===== config.mk =====
export PLATFORM = sky130hd
export DESIGN_NAME = imem_axil_arbiter
export DESIGN_NICKNAME = d
export VERILOG_FILES = /design/src/rtl/imem_arb_pkg.sv /design/src/rtl/imem_axil_arbiter.sv
export SDC_FILE = /design/constraint.sdc
export NUM_CORES = 1
export LEC_CHECK = 0
export BUFFER_PORTS_ARGS = -buffer_cell sky130_fd_sc_hd__buf_2
export CORE_UTILIZATION = 45
export DETAILED_ROUTE_END_ITERATION = 8
export PLACE_DENSITY_LB_ADDON = 0.1
export SLEW_MARGIN = 20
export SYNTH_ARGS = -nofsm -noshare
export SYNTH_HDL_FRONTEND = slang
export SYNTH_SLANG_ARGS = --single-unit

===== constraint.sdc =====
create_clock -name clk -period 2.9 [get_ports clk]
set_input_delay 0.58 -clock clk [delete_from_list [all_inputs] [get_ports clk]]
set_output_delay 0.58 -clock clk [all_outputs]
set_load 0.1 [all_outputs]

===== src/rtl/imem_arb_pkg.sv =====
// Purpose: shared state encoding, owner type and response constant for the imem AXI-lite arbiter.
// Latency: none (types and constants only).
// Backpressure: none (types and constants only).
//
// Contents:
//   arb_state_t - 3-bit FSM state type with legacy-style localparam encodings
//   owner_t     - which requester owns the in-flight transaction
//   RESP_OKAY   - value of m_bresp / m_rresp that means success
package imem_arb_pkg;

  typedef logic [2:0] arb_state_t;

  localparam arb_state_t ST_IDLE  = 3'd0;
  localparam arb_state_t ST_RD_A  = 3'd1;
  localparam arb_state_t ST_RD_D  = 3'd2;
  localparam arb_state_t ST_WR_AW = 3'd3;
  localparam arb_state_t ST_WR_B  = 3'd4;
  localparam arb_state_t ST_RSP   = 3'd5;

  typedef enum logic {
    OWN_FETCH = 1'b0,
    OWN_LOAD  = 1'b1
  } owner_t;

  localparam logic RESP_OKAY = 1'b1;

endpackage


===== src/rtl/imem_axil_arbiter.sv =====
// Purpose: arbitrates a fetch reader and a loader (read/write) onto one AXI-lite master, one transaction at a time.
// Latency: 3 cycles from request sampled in IDLE to the done pulse with an always-ready slave.
// Backpressure: master valids hold with stable payload until handshake; requesters wait on their done pulse.
//
// Ports:
//   clk, reset          - single clock, synchronous active-low reset
//   f_req/f_addr/f_done - fetch read requester and its completion pulse
//   l_req/l_we/l_addr/l_wdata/l_wstrb/l_done - loader requester and its completion pulse
//   rsp_rdata, rsp_err  - response payload, meaningful only alongside a done pulse
//   m_aw*/m_w*/m_b*     - AXI-lite write address, write data and write response channels
//   m_ar*/m_r*          - AXI-lite read address and read data channels
// Build option: define IMEM_ARB_RR_EN for round-robin grant on simultaneous
// requests; otherwise the loader always wins over fetch.
module imem_axil_arbiter
  import imem_arb_pkg::*;
#(
  parameter int ADDR_W = 12
) (
  input  logic              clk,
  input  logic              reset,
  // fetch requester
  input  logic              f_req,
  input  logic [ADDR_W-1:0] f_addr,
  output logic              f_done,
  // loader requester
  input  logic              l_req,
  input  logic              l_we,
  input  logic [ADDR_W-1:0] l_addr,
  input  logic [31:0]       l_wdata,
  input  logic [3:0]        l_wstrb,
  output logic              l_done,
  // shared response
  output logic [31:0]       rsp_rdata,
  output logic              rsp_err,
  // AXI-lite write address
  output logic              m_awvalid,
  input  logic              m_awready,
  output logic [ADDR_W-1:0] m_awaddr,
  // AXI-lite write data
  output logic              m_wvalid,
  input  logic              m_wready,
  output logic [31:0]       m_wdata,
  output logic [3:0]        m_wstrb,
  // AXI-lite write response
  input  logic              m_bvalid,
  output logic              m_bready,
  input  logic              m_bresp,
  // AXI-lite read address
  output logic              m_arvalid,
  input  logic              m_arready,
  output logic [ADDR_W-1:0] m_araddr,
  // AXI-lite read data
  input  logic              m_rvalid,
  output logic              m_rready,
  input  logic [31:0]       m_rdata,
  input  logic              m_rresp
);

  arb_state_t        state_q, state_d;
  owner_t            owner_q, owner_d;
  logic [ADDR_W-1:0] addr_q, addr_d;
  logic [31:0]       wdata_q, wdata_d;
  logic [3:0]        wstrb_q, wstrb_d;
  logic [31:0]       rdata_q, rdata_d;
  logic              err_q, err_d;
  logic              aw_done_q, aw_done_d;
  logic              w_done_q, w_done_d;

  logic grant_load;
  logic aw_ok;
  logic w_ok;

  // Grant selection. owner_q always holds the most recent owner (reset to
  // fetch), so it doubles as the round-robin pointer.
  always_comb begin
    grant_load = 1'b0;
    if (l_req && !f_req) begin
      grant_load = 1'b1;
    end else if (l_req && f_req) begin
`ifdef IMEM_ARB_RR_EN
      grant_load = (owner_q == OWN_FETCH);
`else
      grant_load = 1'b1;
`endif
    end
  end

  // A write channel counts as done once it has handshaken in this cycle or
  // an earlier one; AW and W may complete in either order.
  assign aw_ok = aw_done_q | m_awready;
  assign w_ok  = w_done_q  | m_wready;

  always_comb begin
    state_d   = state_q;
    owner_d   = owner_q;
    addr_d    = addr_q;
    wdata_d   = wdata_q;
    wstrb_d   = wstrb_q;
    rdata_d   = rdata_q;
    err_d     = err_q;
    aw_done_d = aw_done_q;
    w_done_d  = w_done_q;
    case (state_q)
      ST_IDLE: begin
        if (f_req || l_req) begin
          aw_done_d = 1'b0;
          w_done_d  = 1'b0;
          if (grant_load) begin
            owner_d = OWN_LOAD;
            addr_d  = l_addr;
            wdata_d = l_wdata;
            wstrb_d = l_wstrb;
            state_d = l_we ? ST_WR_AW : ST_RD_A;
          end else begin
            owner_d = OWN_FETCH;
            addr_d  = f_addr;
            state_d = ST_RD_A;
          end
        end
      end
      ST_RD_A: begin
        if (m_arready) state_d = ST_RD_D;
      end
      ST_RD_D: begin
        if (m_rvalid) begin
          rdata_d = m_rdata;
          err_d   = (m_rresp != RESP_OKAY);
          state_d = ST_RSP;
        end
      end
      ST_WR_AW: begin
        aw_done_d = aw_ok;
        w_done_d  = w_ok;
        if (aw_ok && w_ok) state_d = ST_WR_B;
      end
      ST_WR_B: begin
        if (m_bvalid) begin
          err_d   = (m_bresp != RESP_OKAY);
          state_d = ST_RSP;
        end
      end
      ST_RSP:  state_d = ST_IDLE;
      default: state_d = ST_IDLE;
    endcase
  end

  always_ff @(posedge clk) begin
    if (!reset) begin
      state_q   <= ST_IDLE;
      owner_q   <= OWN_FETCH;
      addr_q    <= '0;
      wdata_q   <= '0;
      wstrb_q   <= '0;
      rdata_q   <= '0;
      err_q     <= 1'b0;
      aw_done_q <= 1'b0;
      w_done_q  <= 1'b0;
    end else begin
      state_q   <= state_d;
      owner_q   <= owner_d;
      addr_q    <= addr_d;
      wdata_q   <= wdata_d;
      wstrb_q   <= wstrb_d;
      rdata_q   <= rdata_d;
      err_q     <= err_d;
      aw_done_q <= aw_done_d;
      w_done_q  <= w_done_d;
    end
  end

  // All outputs decode from registers only, so no request-to-master
  // combinational path exists.
  assign m_arvalid = (state_q == ST_RD_A);
  assign m_araddr  = addr_q;
  assign m_rready  = (state_q == ST_RD_D);

  assign m_awvalid = (state_q == ST_WR_AW) && !aw_done_q;
  assign m_awaddr  = addr_q;
  assign m_wvalid  = (state_q == ST_WR_AW) && !w_done_q;
  assign m_wdata   = wdata_q;
  assign m_wstrb   = wstrb_q;
  assign m_bready  = (state_q == ST_WR_B);

  assign f_done    = (state_q == ST_RSP) && (owner_q == OWN_FETCH);
  assign l_done    = (state_q == ST_RSP) && (owner_q == OWN_LOAD);
  assign rsp_rdata = rdata_q;
  assign rsp_err   = (state_q == ST_RSP) && err_q;

endmodule


==> qor.yml, run 1 <==
fin_crit_sh: 0.8699
io_buffers: 203
grt_util_met1: 0.2413
arrival_ps: 1940
grt_overflow: 0
fin_worst_skew_ps: 12.95
criticalPathCategory: "flop to primary output"
drt-pass1-iter-count: 4
fmax_mhz: 396.4
synth-seq-cells: 87
multi_input_area_um2: 1679
post_dp_cell_area_um2: 4609
r2r_slack_ps: 1140
area_growth_pct: 31.25
cap_viol_max_count: 0
hold_violations: 0
startpoint_type: "flop"
yosysMostFrequentCell: "nand2_1"
root_buffer: "clkbuf_8"
core-area_um2: 7807
die_h_um: 92.52
fin_util: 0.6199
dpl.cell_count: 694
top_level_ports: 204
num_vias: 3404
grt_pass1_wl_um: 13790
clkSinkCount: 87
fin_ws_ps: 377.3
top_usage_layer: "met2"
ir_drop_mv: 0.7244
synth_fp_nets: 530
synth_top_area_frac: 0.4723
synth_common_cells: "nand2_1, dfxtp_1, a21boi_1, a21boi_0, buf_4"
drt_wl_total_um: 8676
synth_edf_count: 0
p_per_area_nw_per_um2: 961.2
rsz0062_at_grt: "false"
maxSlewViolCount: 0
die-width_um: 92.52
clock_path_buffers: 2
use_met2: 0.3475
start_util: 0.4723
dieArea_um2: 8560
cts.repair.resized: 0
syn_area_um2: 3687
worstMarginPinSlew_ps: 647.4
placementRows: 32
min_period_ps: 2523
drtAntennaViolNets: 0
use_met3: 0.04187
final_design_area_no_fill_um2: 4840
groute.usage.overall: 0.2008
yosys_warnings: 0
worst-endpoint-required_ps: 2320
async_reset_ff_frac: 0
path_clk_slew_ps: 80
numCtsBuffers: 9
vias_per_cell: 4.794
finalSetupViolations: 0
hpwl_um: 6269
cts-htree-levels: 3
slew_headroom: 0.5679
ys_types: 31
synthTopCellsByArea: "dfxtp_1, nand2_1, a21boi_1"
antenna_found_initial: 0
drive_gt1_frac: 0.3783
cp-end-kind: "primary output"
routabilityCongestion: 0.8410
syn_area_per_cell_um2: 8.656
post_cts_buffers: 0
syn-instance-count: 426
pre_cts_ws_ps: 774.9
remaining_drc_errors: 0
seq_area_um2: 1742
worstSkewPairLatency_ps: 350
grt_pass1_vias: 3030
synth_area_leader_cell: "dfxtp_1"
nFillCells: 740
grt_max_degree: 42
hold_path_class: "flop to flop"
routedWlPerCell_um: 12.22
layoutNonFillerInstCount: 710
ys_seq_area_frac: 0.4723
drt_iter0_markers: 98
cts_hold_buf: 0
cts_tree: "built"
crit_fanout: 14
nets: 707
power_leakage_uw: 0.002425
fin_tns_setup_ps: 0
yosys_most_used_dff: "dfxtp_1"
diodes: 0
outcome: "finished, final reports clean"
==> logic make-up (layout without fill, tap and decap cells) <==
kind of cell           after synthesis  after routing  synth area share
AND/OR/NAND/NOR                    185            185            0.2148
multiplexers                        14             14           0.03800
buffers and inverters               43            225           0.07363
flip-flops                          87             87            0.4723
AO/OA/AOI/OAI                       97             97            0.2012
==> worst max-delay path: stages, from the launching register on <==
cell	delay (ps)
dfxtp_1	610
nor2b_1	360
and3_1	210
buf_2	420
==> placed cells by master (no fill, tap or decap), types with 3 or more instances in the layout <==
cell and n:
buf_2 203, nand2_1 152, dfxtp_1 87, a21boi_1 52
a21boi_0 17, mux2i_1 14, o211a_1 12, clkbuf_8 10
nor2b_1 8, nor2_1 6, buf_4 6, and2_1 5
o21ai_0 4, a21oi_1 4, nand3b_1 3, and3_1 3
==> layer usage <==
layer  wire, um  up-vias
met5          0        -
met4        158        0
met3        688       14
met2       4078      132
met1       3751     1515
li1           -     1743
==> flip-flops by register name, indices dropped and copies added, names as in the netlist <==
signal,flops
m_wdata,32
owner_q,1
m_araddr,12
aw_done_q,1
m_wstrb,4
rsp_rdata,32
w_done_q,1
state_q,3
err_q,1
==> path summary, 6_finish.rpt <==
check	startpoint	to	cells past startpoint
setup / recovery	state_q[2]$_SDFFE_PN0P_	l_done	3
hold / removal	rsp_rdata[23]$_SDFFE_PN0P_	rsp_rdata[23]$_SDFFE_PN0P_	2
setup reg to reg	state_q[0]$_SDFFE_PN0P_	rsp_rdata[11]$_SDFFE_PN0P_	4
hold reg to reg	rsp_rdata[23]$_SDFFE_PN0P_	rsp_rdata[23]$_SDFFE_PN0P_	2
==> metrics by stage <==
stage | hold slack (ps) | power [uW]
after global placement | 437.3 | 3725
after floorplan | 474.3 | 3491
final | 450.3 | 4652
after global routing | 441.9 | 4855
after detailed placement | 441.5 | 3749
after CTS | 444.4 | 4695
==> report_power, final <==
part	switching (uW)	leakage, uW	internal [uW]
clock	428	0.000109	513
sequential	123	0.000710	1350
combinational	1850	0.00161	380
==> cell type report <==
cell class                 count  share of cell area
sequential                    87              0.3599
multi-input combinational    296              0.3469
timing repair buffer         209              0.2192
clock buffer                  10             0.02844
tap                          102             0.02637
clock inverter                 6             0.01913
(Power assumes the default switching activity.)
==> run 2: changes to the inputs <==
--- a/config.mk
+++ b/config.mk
@@ -8,5 +8,6 @@
 export BUFFER_PORTS_ARGS = -buffer_cell sky130_fd_sc_hd__buf_2
+export CORE_ASPECT_RATIO = 1.5
 export CORE_UTILIZATION = 45
 export DETAILED_ROUTE_END_ITERATION = 8
-export PLACE_DENSITY_LB_ADDON = 0.1
+export PLACE_DENSITY = 0.87
 export SLEW_MARGIN = 20
--- a/constraint.sdc
+++ b/constraint.sdc
@@ -3,2 +3,2 @@
 set_output_delay 0.58 -clock clk [all_outputs]
-set_load 0.1 [all_outputs]
+set_load 0.005 [all_outputs]
==> run 2 against run 1 <==
Effect of this change: the flow now finishes with violations (DRC); critical path depth up 1; via count is 2.4% higher; sequential power hardly changed; total power decreased by 27%; die area hardly changed; wire length grew 2.2%; register-to-register slack got worse by 70 ps; hold slack worse by 2.2 ps; clock power is 20% higher; cell count grew 0.42%; largest cell class unchanged; largest power group is now sequential cells.
==> qor.yml, run 2 (synthesis results as in run 1) <==
nets: 707
post_cts_buffers: 0
seqPwrFrac: 0.435
p_comb_frac: 0.233
hold_violations: 0
io_buffers: 203
worstSkewPairLatency_ps: 330
p_sw_frac: 0.2951
switchingPower_uw: 1005
remaining_drc_errors: 1
r2r_slack_ps: 1070
post_dp_cell_area_um2: 4608
r2r-end: "rsp_rdata[18]$_SDFFE_PN0P_"
clkSinkCount: 87
slew_headroom: 0.5806
cpPeakStageDelay_ps: 590
dieArea_um2: 8568
violations: "DRC"
startpoint_type: "flop"
rsz0062_at_grt: "false"
routabilityCongestion: 0.7763
power_leakage_uw: 0.002455
diodes: 0
drtAntennaViolNets: 0
crit_slowest_cell: "dfxtp_1"
vias_per_cell: 4.889
fmax_mhz: 461.6
grt_overflow: 0
num_vias: 3486
arrival_ps: 1590
grt_pass1_vias: 3282
mostFrequentLayoutCells: "buf_2, nand2_1, dfxtp_1, a21boi_1, a21boi_0"
core-area_um2: 7958
min_period_ps: 2167
fin_ws_ps: 733.4
drt_iter0_markers: 130
cts.repair.resized: 0
cts_tree: "built"
fin_crit_sh: 0.7471
layout_commonest_cell: "buf_2"
groute.usage.overall: 0.2080
pre_cts_ws_ps: 1050
pwr-share-clk: 0.332
antenna_found_initial: 0
reg2reg_from: "state_q[0]$_SDFFE_PN0P_"
start_util: 0.4634
final_design_area_no_fill_um2: 4906
top_level_ports: 204
hold_path_class: "flop to flop"
root_buffer: "clkbuf_16"
area_growth_pct: 33.05
numCtsBuffers: 9
worstHoldStart: "m_wdata[9]$_SDFFE_PN0P_"
path_clk_slew_ps: 60
fin_worst_skew_ps: 4.702
dpl.cell_count: 697
fin_tns_setup_ps: 0
drt_wl_total_um: 8863
r2r_cells: 4
criticalPathCategory: "flop to primary output"
cts-htree-levels: 3
finalSetupViolations: 0
grt_max_degree: 58
power.internal_uw: 2400
cp-startpoint: "state_q[2]$_SDFFE_PN0P_"
cap_viol_max_count: 0
cp_num_buf_inv: 1
drt-pass1-iter-count: 6
crit_family: "flip-flops"
outcome: "finished with violations"
grt_pass1_wl_um: 14440
die-width_um: 75.91
worstPathCellList: "nor2b_1 -> nand2_1 -> nor2_1 -> buf_2"
hold_end: "m_wdata[9]$_SDFFE_PN0P_"
worst-endpoint-required_ps: 2320
clock_path_buffers: 2
nFillCells: 710
ir_drop_mv: 0.3758
cts_hold_buf: 0
placementRows: 40
worstMarginPinSlew_ps: 628.4
crit_fanout: 14
p_per_area_nw_per_um2: 694.1
maxSlewViolCount: 0
die_h_um: 112.9
drive_gt1_frac: 0.3766
hpwl_um: 6594
routedWlPerCell_um: 12.43
cp-end-kind: "primary output"
layoutNonFillerInstCount: 713
hold_path_depth: 2
-- run 2: changes by cell type in the layout (fill, tap and decap cells not counted) --
cell / before / now
clkbuf_8: 10 / 0
bufinv_16: 2 / 1
clkinv_2: 0 / 2
nor3b_2: 1 / 0
clkbuf_16: 0 / 9
nor3b_1: 0 / 1
-- run 2: final cells by class --
| cell class | instances | area, um^2 | share of cell area |
|---|---|---|---|
| Sequential cell | 87 | 1742 | 0.3550 |
| Multi-Input combinational cell | 296 | 1674 | 0.3412 |
| Timing Repair Buffer | 209 | 1061 | 0.2163 |
| Clock buffer | 9 | 225.2 | 0.04591 |
| Tap cell | 105 | 131.4 | 0.02678 |
| Clock inverter | 7 | 72.57 | 0.01479 |
-- run 2: per-layer routing --
metal | global-route usage | share of wire | up-vias
li1 | - | - | 1744
met1 | 0.2219 | 0.39 | 1570
met5 | 0 | 0 | -
met2 | 0.3836 | 0.52 | 143
met3 | 0.03387 | 0.049 | 29
met4 | 0.1231 | 0.041 | 0
-- run 2: per-stage QoR --
step           total power, uW  hold WS (ps)    util
2_1_floorplan             2049         451.4       -
3_3_place_gp              2273         437.9  0.5791
3_5_place_dp              2310         441.6  0.5791
4_1_cts                   3446         450.2  0.6165
5_1_grt                   3606         472.0  0.6165
6_report                  3405         448.2  0.6165
-- run 2: worst max path at each step --
stage                                    end  slack [ps]  cells past startpoint
global route                          f_done         580                      4
finish                                f_done         730                      4
detailed placement   m_wdata[1]$_SDFFE_PN0P_        1050                      5
global placement     m_wdata[1]$_SDFFE_PN0P_        1140                      5
floorplan           m_araddr[0]$_SDFFE_PN0P_        1350                      6
CTS                                   f_done         730                      4
-- run 2: worst min-delay path: stages, from the launching register on --
cell and delay [ps]:
dfxtp_1 300, nand2_1 50, a21boi_1 50
-- run 2: power by group through the flow --
stage,logic [uW],clock network (uW),registers [uW]
floorplan,567,0,1480
global placement,780,0,1490
detailed placement,804,0,1510
CTS,805,1160,1480
global route,890,1210,1510
finish,794,1130,1480
==> run 3: changes to the inputs <==
CORE_UTILIZATION = 40   (was 45)
PLACE_DENSITY = 0.82   (was 0.87)
clock period = 1.73 ns   (was 2.9 ns; I/O delays follow)
==> run 3 against run 2 <==
Effect of this change: the run now ends clean; critical path depth decreased by 1; worst setup slack lost 620 ps; total power rose by 74%; sequential power rose by 68%; non-clock buffer count increased by 2; clock skew hardly changed; via count rose by 0.72%; final area is 2.4% higher; die area increased by 12%; critical endpoint is now l_done.
==> qor.yml, run 3 (synthesis results as in run 1) <==
drive_gt1_frac: 0.3803
vias_per_cell: 4.876
hold_path_class: "primary input to flop"
ir_drop_mv: 0.8681
antenna_found_initial: 1
clkSinkCount: 87
grt_max_degree: 88
arrival_ps: 1270
num_vias: 3511
fin_tns_setup_ps: 0
p_sw_frac: 0.2815
core-area_um2: 8881
routedWlPerCell_um: 12.34
worstPathCellList: "nor2b_2 -> and3_1 -> buf_2"
switchingPower_uw: 1669
finalSetupViolations: 0
grt_pass1_wl_um: 13960
worstSkewPairLatency_ps: 330
min_period_ps: 1615
crit_family: "flip-flops"
area_growth_pct: 36.31
worstHoldStart: "l_wdata[4]"
post_dp_cell_area_um2: 4705
worstMarginPinSlew_ps: 324.9
final_design_area_no_fill_um2: 5026
fin_crit_sh: 0.9336
reg2reg_from: "state_q[0]$_SDFFE_PN0P_"
grt_overflow: 0
cp_num_buf_inv: 1
path_clk_slew_ps: 60
path_depth: 3
rsz0062_at_grt: "false"
io_buffers: 203
cap_viol_max_count: 0
layout_commonest_cell: "buf_2"
cts_tree: "built"
dieArea_um2: 9614
cts-htree-levels: 3
die_h_um: 119.6
criticalPathCategory: "flop to primary output"
power.internal_uw: 4262
post_cts_buffers: 0
startpoint_type: "flop"
cp-startpoint: "state_q[2]$_SDFFE_PN0P_"
groute.usage.overall: 0.1862
drt_wl_total_um: 8882
p_per_area_nw_per_um2: 1180
crit_fanout: 14
nets: 709
r2r_slack_ps: 310
fin_worst_skew_ps: 5.096
hold_violations: 0
r2r_cells: 5
diodes: 0
outcome: "finished, final reports clean"
numCtsBuffers: 9
cp-end-kind: "primary output"
seqPwrFrac: 0.418
placementRows: 42
p_comb_frac: 0.242
worst-endpoint-required_ps: 1380
maxSlewViolCount: 0
fmax_mhz: 619.1
remaining_drc_errors: 0
slew_headroom: 0.7811
start_util: 0.4152
root_buffer: "clkbuf_16"
drt-pass1-iter-count: 4
cp-endpoint: "l_done"
crit_slowest_cell: "dfxtp_4"
drt_iter0_markers: 124
top_level_ports: 204
routabilityCongestion: 0.8215
die-width_um: 80.40
nFillCells: 811
grt_pass1_vias: 3328
mostFrequentLayoutCells: "buf_2, nand2_1, dfxtp_1, a21boi_1, a21boi_0"
hpwl_um: 6497
clock_path_buffers: 2
drtAntennaViolNets: 0
power_leakage_uw: 0.002498
r2r-end: "m_wdata[2]$_SDFFE_PN0P_"
pwr-share-clk: 0.340
cpPeakStageDelay_ps: 420
[run 3: worst min path at each step]
stage | endpoint | slack (ps) | cells after the start
6_report | m_wdata[4]$_SDFFE_PN0P_ | 250 | 3
2_1_floorplan | m_wdata[10]$_SDFFE_PN0P_ | 450 | 2
3_5_place_dp | m_wdata[16]$_SDFFE_PN0P_ | 440 | 2
5_1_grt | m_wdata[28]$_SDFFE_PN0P_ | 240 | 3
3_3_place_gp | m_wdata[15]$_SDFFE_PN0P_ | 440 | 2
4_1_cts | m_wdata[4]$_SDFFE_PN0P_ | 240 | 3
[run 3: power by group through the flow]
stage	combinational (uW)	clock, uW	sequential [uW]
4_1_cts	1460	2080	2480
3_3_place_gp	1410	0	2500
2_1_floorplan	951	0	2480
6_report	1440	2020	2480
5_1_grt	1600	2170	2520
3_5_place_dp	1450	0	2510
[run 3: final cells by class]
| type | count | area [um^2] | share of cell area |
|---|---|---|---|
| well taps | 110 | 137.6 | 0.02738 |
| clock inverters | 3 | 67.56 | 0.01344 |
| clock buffers | 13 | 240.2 | 0.04780 |
| flip-flops and latches | 87 | 1748 | 0.3478 |
| repair buffers | 211 | 1151 | 0.2290 |
| multi-input cells | 296 | 1682 | 0.3346 |
[run 3: repair_timing]
item / CTS / global route
hold buffers: 0 / 0
cloned: 0 / 0
setup endpoints to repair: 5 / 3
resized for setup: 5 / 1
[run 3: through the flow]
step	cells	util	hold slack, ps	power, uW	worst slack [ps]
3_5_place_dp	704	0.5297	442.9	3965	196.5
5_1_grt	720	0.5659	236.7	6287	51.16
3_3_place_gp	704	0.5297	436.7	3908	237.1
6_report	720	0.5659	246.8	5931	114.8
4_1_cts	720	0.5657	235.1	6016	36.56
2_1_floorplan	426	-	451.4	3435	410.5
[run 3: per-layer routing]
| layer | global-route usage | share of wire | up-vias |
|---|---|---|---|
| li1 | - | - | 1750 |
| met2 | 0.3390 | 0.52 | 131 |
| met5 | 0 | 0.0015 | - |
| met3 | 0.05475 | 0.063 | 28 |
| met4 | 0.1083 | 0.034 | 2 |
| met1 | 0.1794 | 0.38 | 1600 |
[run 3: worst register-to-register path: stages (launching register included)]
cell	delay (ps)
dfxtp_2	390
nor3_2	270
and2_1	210
buf_12	200
nand2_1	90
a21boi_0	180
